$ cat src/rtl/fetch_stage_pkg.sv
// Shared IF-stage definitions: state encodings and fetch constants used by fetch and decode.
package fetch_stage_pkg;

    typedef enum logic [1:0] {
        StBoot = 2'd0,
        StRun  = 2'd1,
        StHalt = 2'd2
    } fetch_state_e;

    localparam logic [31:0] NOP_INSTR = 32'h0000_0000;
    localparam logic [31:0] PC_STEP   = 32'd4;

endpackage

$ cat src/rtl/fetch_perf_counters.sv
// Free-running, wrapping event counters for the fetch stage (built only with FETCH_PERF_EN).
module fetch_perf_counters (
    input  logic        clk,
    input  logic        reset,
    input  logic        inc_fetched_i,
    input  logic        inc_stall_i,
    input  logic        inc_redirect_i,
    output logic [31:0] perf_fetched_o,
    output logic [31:0] perf_stalls_o,
    output logic [31:0] perf_redirects_o
);

    logic [31:0] fetched_q, fetched_d;
    logic [31:0] stalls_q, stalls_d;
    logic [31:0] redirects_q, redirects_d;

    always_comb begin
        fetched_d   = fetched_q + {31'd0, inc_fetched_i};
        stalls_d    = stalls_q + {31'd0, inc_stall_i};
        redirects_d = redirects_q + {31'd0, inc_redirect_i};
    end

    always_ff @(posedge clk) begin
        if (reset) begin
            fetched_q   <= 32'd0;
            stalls_q    <= 32'd0;
            redirects_q <= 32'd0;
        end else begin
            fetched_q   <= fetched_d;
            stalls_q    <= stalls_d;
            redirects_q <= redirects_d;
        end
    end

    assign perf_fetched_o   = fetched_q;
    assign perf_stalls_o    = stalls_q;
    assign perf_redirects_o = redirects_q;

endmodule

$ cat src/rtl/fetch_stage.sv
// MIPS IF stage: owns the PC, drives a 1-cycle synchronous instruction memory and pairs each
// returned word with its PC. Optional perf counters are enabled by defining FETCH_PERF_EN.
module fetch_stage
    import fetch_stage_pkg::*;
#(
    parameter logic [31:0] RESET_PC = 32'h0000_0000
) (
    input  logic        clk,
    input  logic        reset,
    input  logic        stall,
    input  logic        redirect,
    input  logic [31:0] redirect_pc,
    input  logic        halt,
    output logic [31:0] imem_pc,
    input  logic [31:0] imem_instruction,
    output logic        id_valid,
    output logic [31:0] id_instruction,
    output logic [31:0] id_pc,
    output logic [31:0] id_pc_plus4,
    output logic        fault
`ifdef FETCH_PERF_EN
    ,
    output logic [31:0] perf_fetched,
    output logic [31:0] perf_stalls,
    output logic [31:0] perf_redirects
`endif
);

    fetch_state_e state_q, state_d;
    logic [31:0]  pc_q, pc_d;
    logic [31:0]  req_pc_q, req_pc_d;
    logic         req_valid_q, req_valid_d;
    logic         fault_q, fault_d;

    logic redir_ok;
    logic redir_bad;

    assign redir_ok  = redirect && (redirect_pc[1:0] == 2'b00);
    assign redir_bad = redirect && !redir_ok;

    // Whenever the PC does not move, re-present the in-flight address so id_* stays stable.
    always_comb begin
        if (redir_ok) begin
            imem_pc = redirect_pc;
        end else if (stall || (state_q == StHalt) || redir_bad) begin
            imem_pc = req_pc_q;
        end else begin
            imem_pc = pc_q;
        end
    end

    always_comb begin
        state_d     = state_q;
        pc_d        = pc_q;
        req_pc_d    = req_pc_q;
        req_valid_d = req_valid_q;
        fault_d     = fault_q;
        if (redir_ok) begin
            req_pc_d    = redirect_pc;
            req_valid_d = 1'b1;
            pc_d        = redirect_pc + PC_STEP;
            state_d     = StRun;
            fault_d     = 1'b0;
        end else if (redir_bad) begin
            state_d     = StHalt;
            fault_d     = 1'b1;
            req_valid_d = 1'b0;
        end else if (halt) begin
            state_d     = StHalt;
            req_valid_d = 1'b0;
        end else if (!stall && (state_q != StHalt)) begin
            req_pc_d    = pc_q;
            req_valid_d = 1'b1;
            pc_d        = pc_q + PC_STEP;
            state_d     = StRun;
        end
    end

    always_ff @(posedge clk) begin
        if (reset) begin
            state_q     <= StBoot;
            pc_q        <= RESET_PC;
            req_pc_q    <= RESET_PC;
            req_valid_q <= 1'b0;
            fault_q     <= 1'b0;
        end else begin
            state_q     <= state_d;
            pc_q        <= pc_d;
            req_pc_q    <= req_pc_d;
            req_valid_q <= req_valid_d;
            fault_q     <= fault_d;
        end
    end

    assign id_valid       = req_valid_q;
    assign id_instruction = req_valid_q ? imem_instruction : NOP_INSTR;
    assign id_pc          = req_pc_q;
    assign id_pc_plus4    = req_pc_q + PC_STEP;
    assign fault          = fault_q;

`ifdef FETCH_PERF_EN
    fetch_perf_counters u_perf (
        .clk              (clk),
        .reset            (reset),
        .inc_fetched_i    (req_valid_q && !stall),
        .inc_stall_i      (stall && (state_q == StRun)),
        .inc_redirect_i   (redir_ok),
        .perf_fetched_o   (perf_fetched),
        .perf_stalls_o    (perf_stalls),
        .perf_redirects_o (perf_redirects)
    );
`endif

endmodule

$ cat config.mk
export PLATFORM = sky130hd
export DESIGN_NAME = fetch_stage
export DESIGN_NICKNAME = d
export VERILOG_FILES = /design/src/rtl/fetch_stage_pkg.sv /design/src/rtl/fetch_perf_counters.sv /design/src/rtl/fetch_stage.sv
export SDC_FILE = /design/constraint.sdc
export NUM_CORES = 1
export LEC_CHECK = 0
export ABC_AREA = 1
export CORE_MARGIN = 3
export CORE_UTILIZATION = 45
export CTS_BUF_LIST = sky130_fd_sc_hd__clkbuf_8 sky130_fd_sc_hd__clkbuf_16
export DETAILED_ROUTE_END_ITERATION = 7
export GPL_TIMING_DRIVEN = 0
export PLACE_DENSITY_LB_ADDON = 0.1
export SLEW_MARGIN = 20
export SYNTH_ARGS = -nofsm -noshare
export SYNTH_HDL_FRONTEND = slang
export SYNTH_SLANG_ARGS = --single-unit
export TNS_END_PERCENT = 20
$ cat constraint.sdc
create_clock -name clk -period 2.5 [get_ports clk]
set_clock_uncertainty 0.2 [all_clocks]
set_input_delay 0.375 -clock clk [delete_from_list [all_inputs] [get_ports clk]]
set_output_delay 0.375 -clock clk [all_outputs]
set_load 0.05 [all_outputs]
* After elaboration in Yosys (flattened, before gate mapping) *
Index checks and enable logic that the tools add are counted.

operators by class
  $add $sub $neg = 3
  multiply operators = 0
  div/mod/pow operators = 0
  $lt $le $gt $ge = 0
  equality and inequality tests = 4
  shift-type cells = 0
  muxes and demuxes = 19
  bitwise logic cells = 0
  reductions and logical operators = 13

operators with widths
  kind                     count
  $mux W32                 11
  $add A32 B3 Y32 const B  3
  $mux W2                  3
  $mux W1                  5
  $ne A2 B2 Y1 const B     2
  $reduce_bool A4 Y1       1
  $logic_and A1 B1 Y1      3
  $reduce_and A3 Y1        1
  $reduce_bool A3 Y1       1
  $eq A2 B2 Y1 const B     1
  $logic_not A1 Y1         2
  $logic_not A2 Y1         1
  $logic_or A1 B1 Y1       2
  $ne A2 B1 Y1 const B     1
  $reduce_bool A2 Y1       1
  $reduce_or A2 Y1         1

word-level totals
  register bits = 68
  latch bits = 0
  bits in writable memories = 0
  bits in read-only memories = 0
  output and inout port bits = 130
  logic and storage cells = 45
  memories kept = 0

* Longest topological paths before layout *
Gate-level depths: netlist (run 1).

  depth in word-level cells = 7
  depth in mapped cells = 16
  depth with buffers taken out = 15

* Worst setup path after synthesis (run 1) *
OpenSTA, ideal clock, no wires.

  kind = flip-flop to output port
  from = register state_q[0]
  to = output port imem_pc[18]
  data arrival time = 2881 ps
  path slack = -956 ps
  cell stages (with the launch flop) = 9
  cells stage by stage = dfxtp_1 -> buf_2 -> inv_1 -> a21oi_1 -> o21ai_2 -> inv_2 -> clkbuf_1 -> nand2_1 -> a21boi_0

on the way
  longest elaborated chain between the ends = 5

RTL lines
  what                             line               RTL
  start: declaration               fetch_stage.sv:29  fetch_state_e state_q, state_d;
  start signal: assignment         fetch_stage.sv:81  state_q <= StBoot;
  start signal: assignment         fetch_stage.sv:87  state_q <= state_d;
  $eq A2 B2 Y1                     fetch_stage.sv:45  end else if (stall || (state_q == StHalt) || redir_bad) begin
  $logic_or A1 B1 Y1 (2 in a row)  fetch_stage.sv:45
  $mux W32                         fetch_stage.sv:45
  $mux W32                         fetch_stage.sv:43  if (redir_ok) begin
  end: declaration                 fetch_stage.sv:14  output logic [31:0] imem_pc,

No other way between the ends.

* Worst setup path after layout (run 1) *
  from = register req_pc_q[3] (netlist: id_pc[3])
  to = output port id_pc_plus4[26]

on the way
  longest elaborated chain between the ends = 1

RTL lines
  what                      line               RTL
  start: declaration        fetch_stage.sv:31  logic [31:0] req_pc_q, req_pc_d;
  start signal: assignment  fetch_stage.sv:89  req_pc_q <= req_pc_d;
  $add A32 B3 Y32           fetch_stage.sv:98  assign id_pc_plus4 = req_pc_q + PC_STEP;
  end: declaration          fetch_stage.sv:19  output logic [31:0] id_pc_plus4,

No other way between the ends.

==> impl_metrics.toml, run 1 <==
[synthesis]
avgSynthCellArea_um2 = 6.205
yosys_warnings = 0
synth_area_mm2 = 0.005219
synth_top_area_frac = 0.2570
synthesis.nets = 912
ys_ff_latch = 67
seq_area_frac_synth = 0.2570
synth.distinct_cells = 37
syn_inst = 841
yosys-top-cells-area = "dfxtp_1 (26%), nand2_1 (14%), inv_1 (8.7%)"
yosysTopAreaCell = "dfxtp_1"

[timing]
fin_ws_ps = -466.5
finalCriticalPeriod_ps = 2967
maxSlewViolCount = 0
tightest_slew_ps = 672.8
maxSlewHeadroom = 0.5515
fin_crit_sh = 1.187
fin_hold_ws_ps = 267.4
max_freq_ghz = 0.3371
rsz0062_at_grt = "true"
hold_viol = 0
finalSetupViolCount = 15

[floorplan]
die_w_um = 113.7
io_pins = 199
die-height_um = 113.7
core_mm2 = 0.01108
start_util = 0.4711
rows = 38
die-area_mm2 = 0.01293

[global_routing]
overflow = 0
grt_use_total = 0.3153
grt_pass1_vias = 6415
grt_pass1_wl_um = 32370
antenna_found_initial = 0
grt_max_degree = 12

[routing]
postRouteAntennaNets = 0
drc = 0
viasPerCell = 5.364
wl_um = 20790
vias = 6571
firstDrtPassIters = 5
initialDrtViolationCount = 544
wire_per_inst_um = 16.97

[setup_path]
path_max_fanout = 5
worst_setup_path_end_kind = "output port"
path_class = "reg -> out"
crit_path_start_kind = "flop"
arrival_ps = 2390
worstPathRequired_ps = 1920
cp-startpoint = "id_pc[3]"
timing.rr.start = "state_q[0]"

[clock_tree]
clock_sinks = 67
cts.path.max_buffers = 2
htreeDepth = 3
hold_buffers = 0
numCtsBuffers = 9
clock_latency_ps = 340
cts_tree = "yes"
root_buffer = "clkbuf_16"
clkTransAtPathRegs_ps = 60

[power_and_ir_drop]
total_power_mw = 4.298
seqPwrFrac = 0.293
leakagePower_nw = 4.216
intPower_mw = 2.546
switching_share = 0.4076
ir_worst_vdd_mv = 0.3540
powerDensity_mw_per_mm2 = 499.3
comb_power_share = 0.420
clkPwrFrac = 0.286
p_sw_mw = 1.752

[job]
max_cap_viol_count = 0

[min_path]
hold_path_startpoint = "pc_q[0]"
min_path_type = "reg -> reg"

[placed_design]
placed_cell_area_mm2 = 0.007785
dpl_worst_slack_ps = -1492
dp_hpwl_um = 15200
gp_congestion = 0.9343
port_buffers = 198

[finish]
fin_area_mm2 = 0.008607
antenna_cells = 0
drive_above_1_share = 0.2396
layout.nets = 1151
area_growth_pct = 64.92

[outcome]
status = "finished, violations left"
violations = "setup timing"
## repair_timing
action,CTS,global route
setup buffers,20,7
pin swaps,13,10
endpoints found under the hold margin,0,0
endpoints found under the setup margin,107,67
gates resized for setup,423,74
cloned,4,0
## cells in the final DEF, fill, tap and decap left out, types with 10 or more instances in the layout
cell / synthesis / layout
nand2_1: 198 / 180
inv_1: 121 / 124
clkdlybuf4s50_1: 0 / 104
o21ai_0: 68 / 61
nor2_1: 65 / 60
a21oi_1: 70 / 58
dfxtp_1: 67 / 52
buf_4: 3 / 38
dlygate4sd2_1: 0 / 32
buf_6: 3 / 30
nand2_2: 15 / 30
nand3_1: 25 / 24
xor2_1: 31 / 23
nand3b_1: 20 / 20
a21boi_4: 0 / 18
buf_2: 10 / 16
clkbuf_1: 22 / 15
nor2_4: 8 / 14
clkbuf_16: 0 / 12
o21ai_1: 5 / 11
dfxtp_2: 0 / 11
buf_8: 0 / 10
nand4_1: 10 / 10
a21oi_2: 0 / 10
## metal layers
| layer | up-vias | share of wire | track usage |
|---|---|---|---|
| met3 | 62 | 0.085 | 0.06313 |
| li1 | 3158 | - | - |
| met1 | 3001 | 0.38 | 0.3629 |
| met4 | 0 | 0.035 | 0.1362 |
| met2 | 350 | 0.50 | 0.5642 |
| met5 | - | 0 | 0 |
## critical path: stages (launching register included)
cell and delay (ps):
dfxtp_4 390, ha_4 150, nand3_4 90, nor2_4 120, nand2_2 90, nor2_4 190, nand2_4 80, nor3_4 300
nand4_1 250, xnor2_4 200, buf_6 170
## worst paths after layout
path	to	slack (ps)	cells after the start
max	id_pc_plus4[26]	-470	10
min	pc_q[0]	270	2
max reg2reg	pc_q[23]	160	9
min reg2reg	pc_q[0]	270	2
## cells by family (layout without fill, tap and decap cells)
kind of cell    after synthesis  count (layout)  share of synthesized area
xor+xnor                     42              42                    0.07049
buf+inv                     169             412                     0.1304
simple gates                373             373                     0.3371
flops                        67              67                     0.2570
compound gates              188             189                     0.2002
fa+ha+maj                     2               2                   0.004794
## flip-flops by register name, summed over array words and instances, names as in the netlist
register,flops
state_q,2
id_pc,32
fault,1
pc_q,32
## through the flow
step / util / TNS (ps) / instances
floorplan: - / -2773 / 841
global placement: 0.7027 / -73650 / 1179
detailed placement: 0.7027 / -75060 / 1179
CTS: 0.7624 / -3185 / 1218
global route: 0.7769 / -5409 / 1225
finish: 0.7769 / -3473 / 1225
## final cells by class
cell class / count / area, um2
Timing Repair Buffer: 228 / 2198
Clock inverter: 7 / 55.05
Sequential cell: 67 / 1370
Inverter: 128 / 500.5
Clock buffer: 9 / 225.2
Multi-Input combinational cell: 606 / 3765
Tap cell: 140 / 175.2
Buffer: 40 / 317.8
Fill cell: 852 / 2471
## synthesized netlist by cell type
cell      instances
nor2_8            1
inv_2             6
nand2_1         198
nand2_2          15
a31oi_1           1
dfxtp_1          67
nor4_1            2
xor2_1           31
clkbuf_1         22
nor3_4            1
buf_2            10
nand3b_1         20
o21bai_1          9
o21ai_1           5
inv_1           121
nor2_4            8
a21boi_0         22
nand4_1          10
buf_4             3
a211oi_1          1
buf_1             3
nand2_4           6
clkinv_1          1
nor3_1           10
o21ai_2           1
a21oi_1          70
nor2_1           65
o22ai_1           7
o21ai_0          68
buf_6             3
nand3_2           2
xnor2_1          11
ha_1              2
nor2_2            9
nor3b_1           1
o211ai_1          4
nand3_1          25
## power by group through the flow
stage               clock [mW]  sequential [mW]  combinational, mW
floorplan                    0             1.39              0.997
CTS                       1.21             1.25               1.76
finish                    1.23             1.26               1.81
global route              1.26             1.27               1.91
detailed placement           0             1.27               1.70
global placement             0             1.27               1.68
Power figures use the tool's default switching activity.
==> run 2: changes to the inputs <==
==> constraint.sdc (replaced) <==
create_clock -name clk -period 3.05 [get_ports clk]
set_clock_uncertainty 0.2 [all_clocks]
set_input_delay 0.4575 -clock clk [delete_from_list [all_inputs] [get_ports clk]]
set_output_delay 0.4575 -clock clk [all_outputs]
set_load 0.05 [all_outputs]
==> run 2 against run 1 <==
The run now ends clean. Via count is 3.2% lower. Die area did not move. Total power decreased by 18%. Worst setup slack improved by 510 ps. Critical endpoint is now imem_pc[23].
==> impl_metrics.toml, run 2 (synthesis results as in run 1) <==
[finish]
final_common_cell = "nand2_1"
fill_cells = 946
most-common-layout-cells = "nand2_1 (193), clkdlybuf4s50_1 (146), inv_1 (122)"
drive_above_1_share = 0.1703
area_growth_pct = 52.29
antenna_cells = 0
layout.nets = 1136

[clock_tree]
htreeDepth = 3
numCtsBuffers = 9
clock_sinks = 67
cts_tree = "yes"
root_buffer = "clkbuf_16"
clock_latency_ps = 340
cts.path.max_buffers = 2
clkTransAtPathRegs_ps = 60

[setup_path]
crit_family = "buffers and inverters"
path_buf_inv = 6
critPathMaxStageDelay_ps = 440
arrival_ps = 2350
worst_setup_path_end_kind = "output port"
crit_chain = "clkdlybuf4s50_1, nor2_4, buf_8, o21ai_4, buf_4, inv_4, buf_4, nand2_1, a21boi_2, buf_4"
critical-path-slowest-cell = "clkdlybuf4s50_1"
worstPathRequired_ps = 2390
path_common_cell = "buf_4"
crit_path_start_kind = "input port"
path_max_fanout = 10
path_class = "in -> out"

[power_and_ir_drop]
p_sw_mw = 1.385
intPower_mw = 2.124
powerDensity_mw_per_mm2 = 441.5
total_power_mw = 3.509
ir_worst_vdd_mv = 0.3946
seqPwrFrac = 0.291
leakagePower_nw = 3.700
comb_power_share = 0.386
switching_share = 0.3948
clkPwrFrac = 0.323

[global_routing]
overflow = 0
antenna_found_initial = 0
grt_pass1_wl_um = 30350
grt_use_total = 0.2960
grt_pass1_vias = 5993
grt_max_degree = 20

[outcome]
status = "finished, final reports clean"

[timing]
finalSetupViolCount = 0
hold_viol = 0
maxSlewHeadroom = 0.5572
fin_hold_ws_ps = 270.5
max_freq_ghz = 0.3330
maxSlewViolCount = 0
fin_crit_sh = 0.9845
rsz0062_at_grt = "true"
tightest_slew_ps = 664.2
finalCriticalPeriod_ps = 3003

[floorplan]
io_pins = 199
die-height_um = 113.7
start_util = 0.4711
core_mm2 = 0.01108
die-area_mm2 = 0.01293
rows = 38
die_w_um = 113.7

[placed_design]
port_buffers = 198
gp_congestion = 0.9067
dp_hpwl_um = 14850

[job]
max_cap_viol_count = 0

[routing]
vias = 6358
firstDrtPassIters = 6
wl_um = 19670
viasPerCell = 5.259
drc = 0
wire_per_inst_um = 16.27
postRouteAntennaNets = 0
initialDrtViolationCount = 453

[min_path]
min_path_type = "reg -> reg"
run 2: cell types whose count changed in the layout (fill, tap and decap cells not counted), sizes merged:
cell	previous run	this run
bufinv	1	2
clkinvlp	0	2
inv	131	128
clkdlybuf4s18	0	1
clkbuf	38	32
clkinv	3	1
dlymetal6s2s	1	3
buf	100	75
clkdlybuf4s50	104	146
o21ai	75	74
dlygate4sd2	32	5
run 2: metrics by stage:
stage / utilization / cell area (um2) / TNS, ps / setup WS [ps] / cells
final: 0.7174 / 7948 / 0 / 47.19 / 1209
after global routing: 0.7174 / 7948 / -122.0 / -49.95 / 1209
after CTS: 0.7060 / 7821 / -40.26 / -20.31 / 1203
after detailed placement: 0.6719 / 7443 / -37110 / -1100 / 1179
after global placement: 0.6719 / 7443 / -36990 / -1103 / 1179
after floorplan: - / 5286 / -4087 / -213.2 / 841
run 2: cell type report:
cell class / instances / area, um2 / share of cell area
Buffer: 39 / 250.2 / 0.03149
Clock buffer: 10 / 239.0 / 0.03007
Clock inverter: 5 / 78.83 / 0.009918
Inverter: 128 / 485.5 / 0.06108
Multi-Input combinational cell: 605 / 3356 / 0.4222
Sequential cell: 67 / 1363 / 0.1714
Tap cell: 140 / 175.2 / 0.02204
Timing Repair Buffer: 215 / 2001 / 0.2517
run 2: power groups by stage:
stage	clock [mW]	sequential, mW	combinational [mW]
3_3_place_gp	0	1.03	1.33
3_5_place_dp	0	1.03	1.34
5_1_grt	1.15	1.03	1.43
6_report	1.13	1.02	1.35
4_1_cts	1.12	1.02	1.33
2_1_floorplan	0	1.13	0.765
run 2: layer usage:
| layer | part of all wire | global-route usage |
|---|---|---|
| met1 | 0.41 | 0.3706 |
| met2 | 0.48 | 0.5159 |
| met3 | 0.087 | 0.05358 |
| met4 | 0.025 | 0.09215 |
| met5 | 0 | 0 |
run 2: tightest hold or removal path: cells and delay by family (launching register included):
family / cells / cell delay [ps]
AND/OR/NAND/NOR: 1 / 50
buffers and inverters: 1 / 80
flip-flops: 1 / 290
run 2: path summary, 6_finish.rpt:
check                       from          end  slack, ps  depth (start not counted)
hold / removal           pc_q[1]      pc_q[1]        270                          2
hold reg to reg          pc_q[1]      pc_q[1]        270                          2
setup / recovery  redirect_pc[1]  imem_pc[23]         50                         10
setup reg to reg      state_q[0]    id_pc[25]        470                          8
run 2: what timing repair did:
item,4_1_cts,5_1_grt
setup endpoints to repair,52,52
resized for setup,290,45
hold buffers,0,0
setup buffers,11,6
pin swaps,10,13
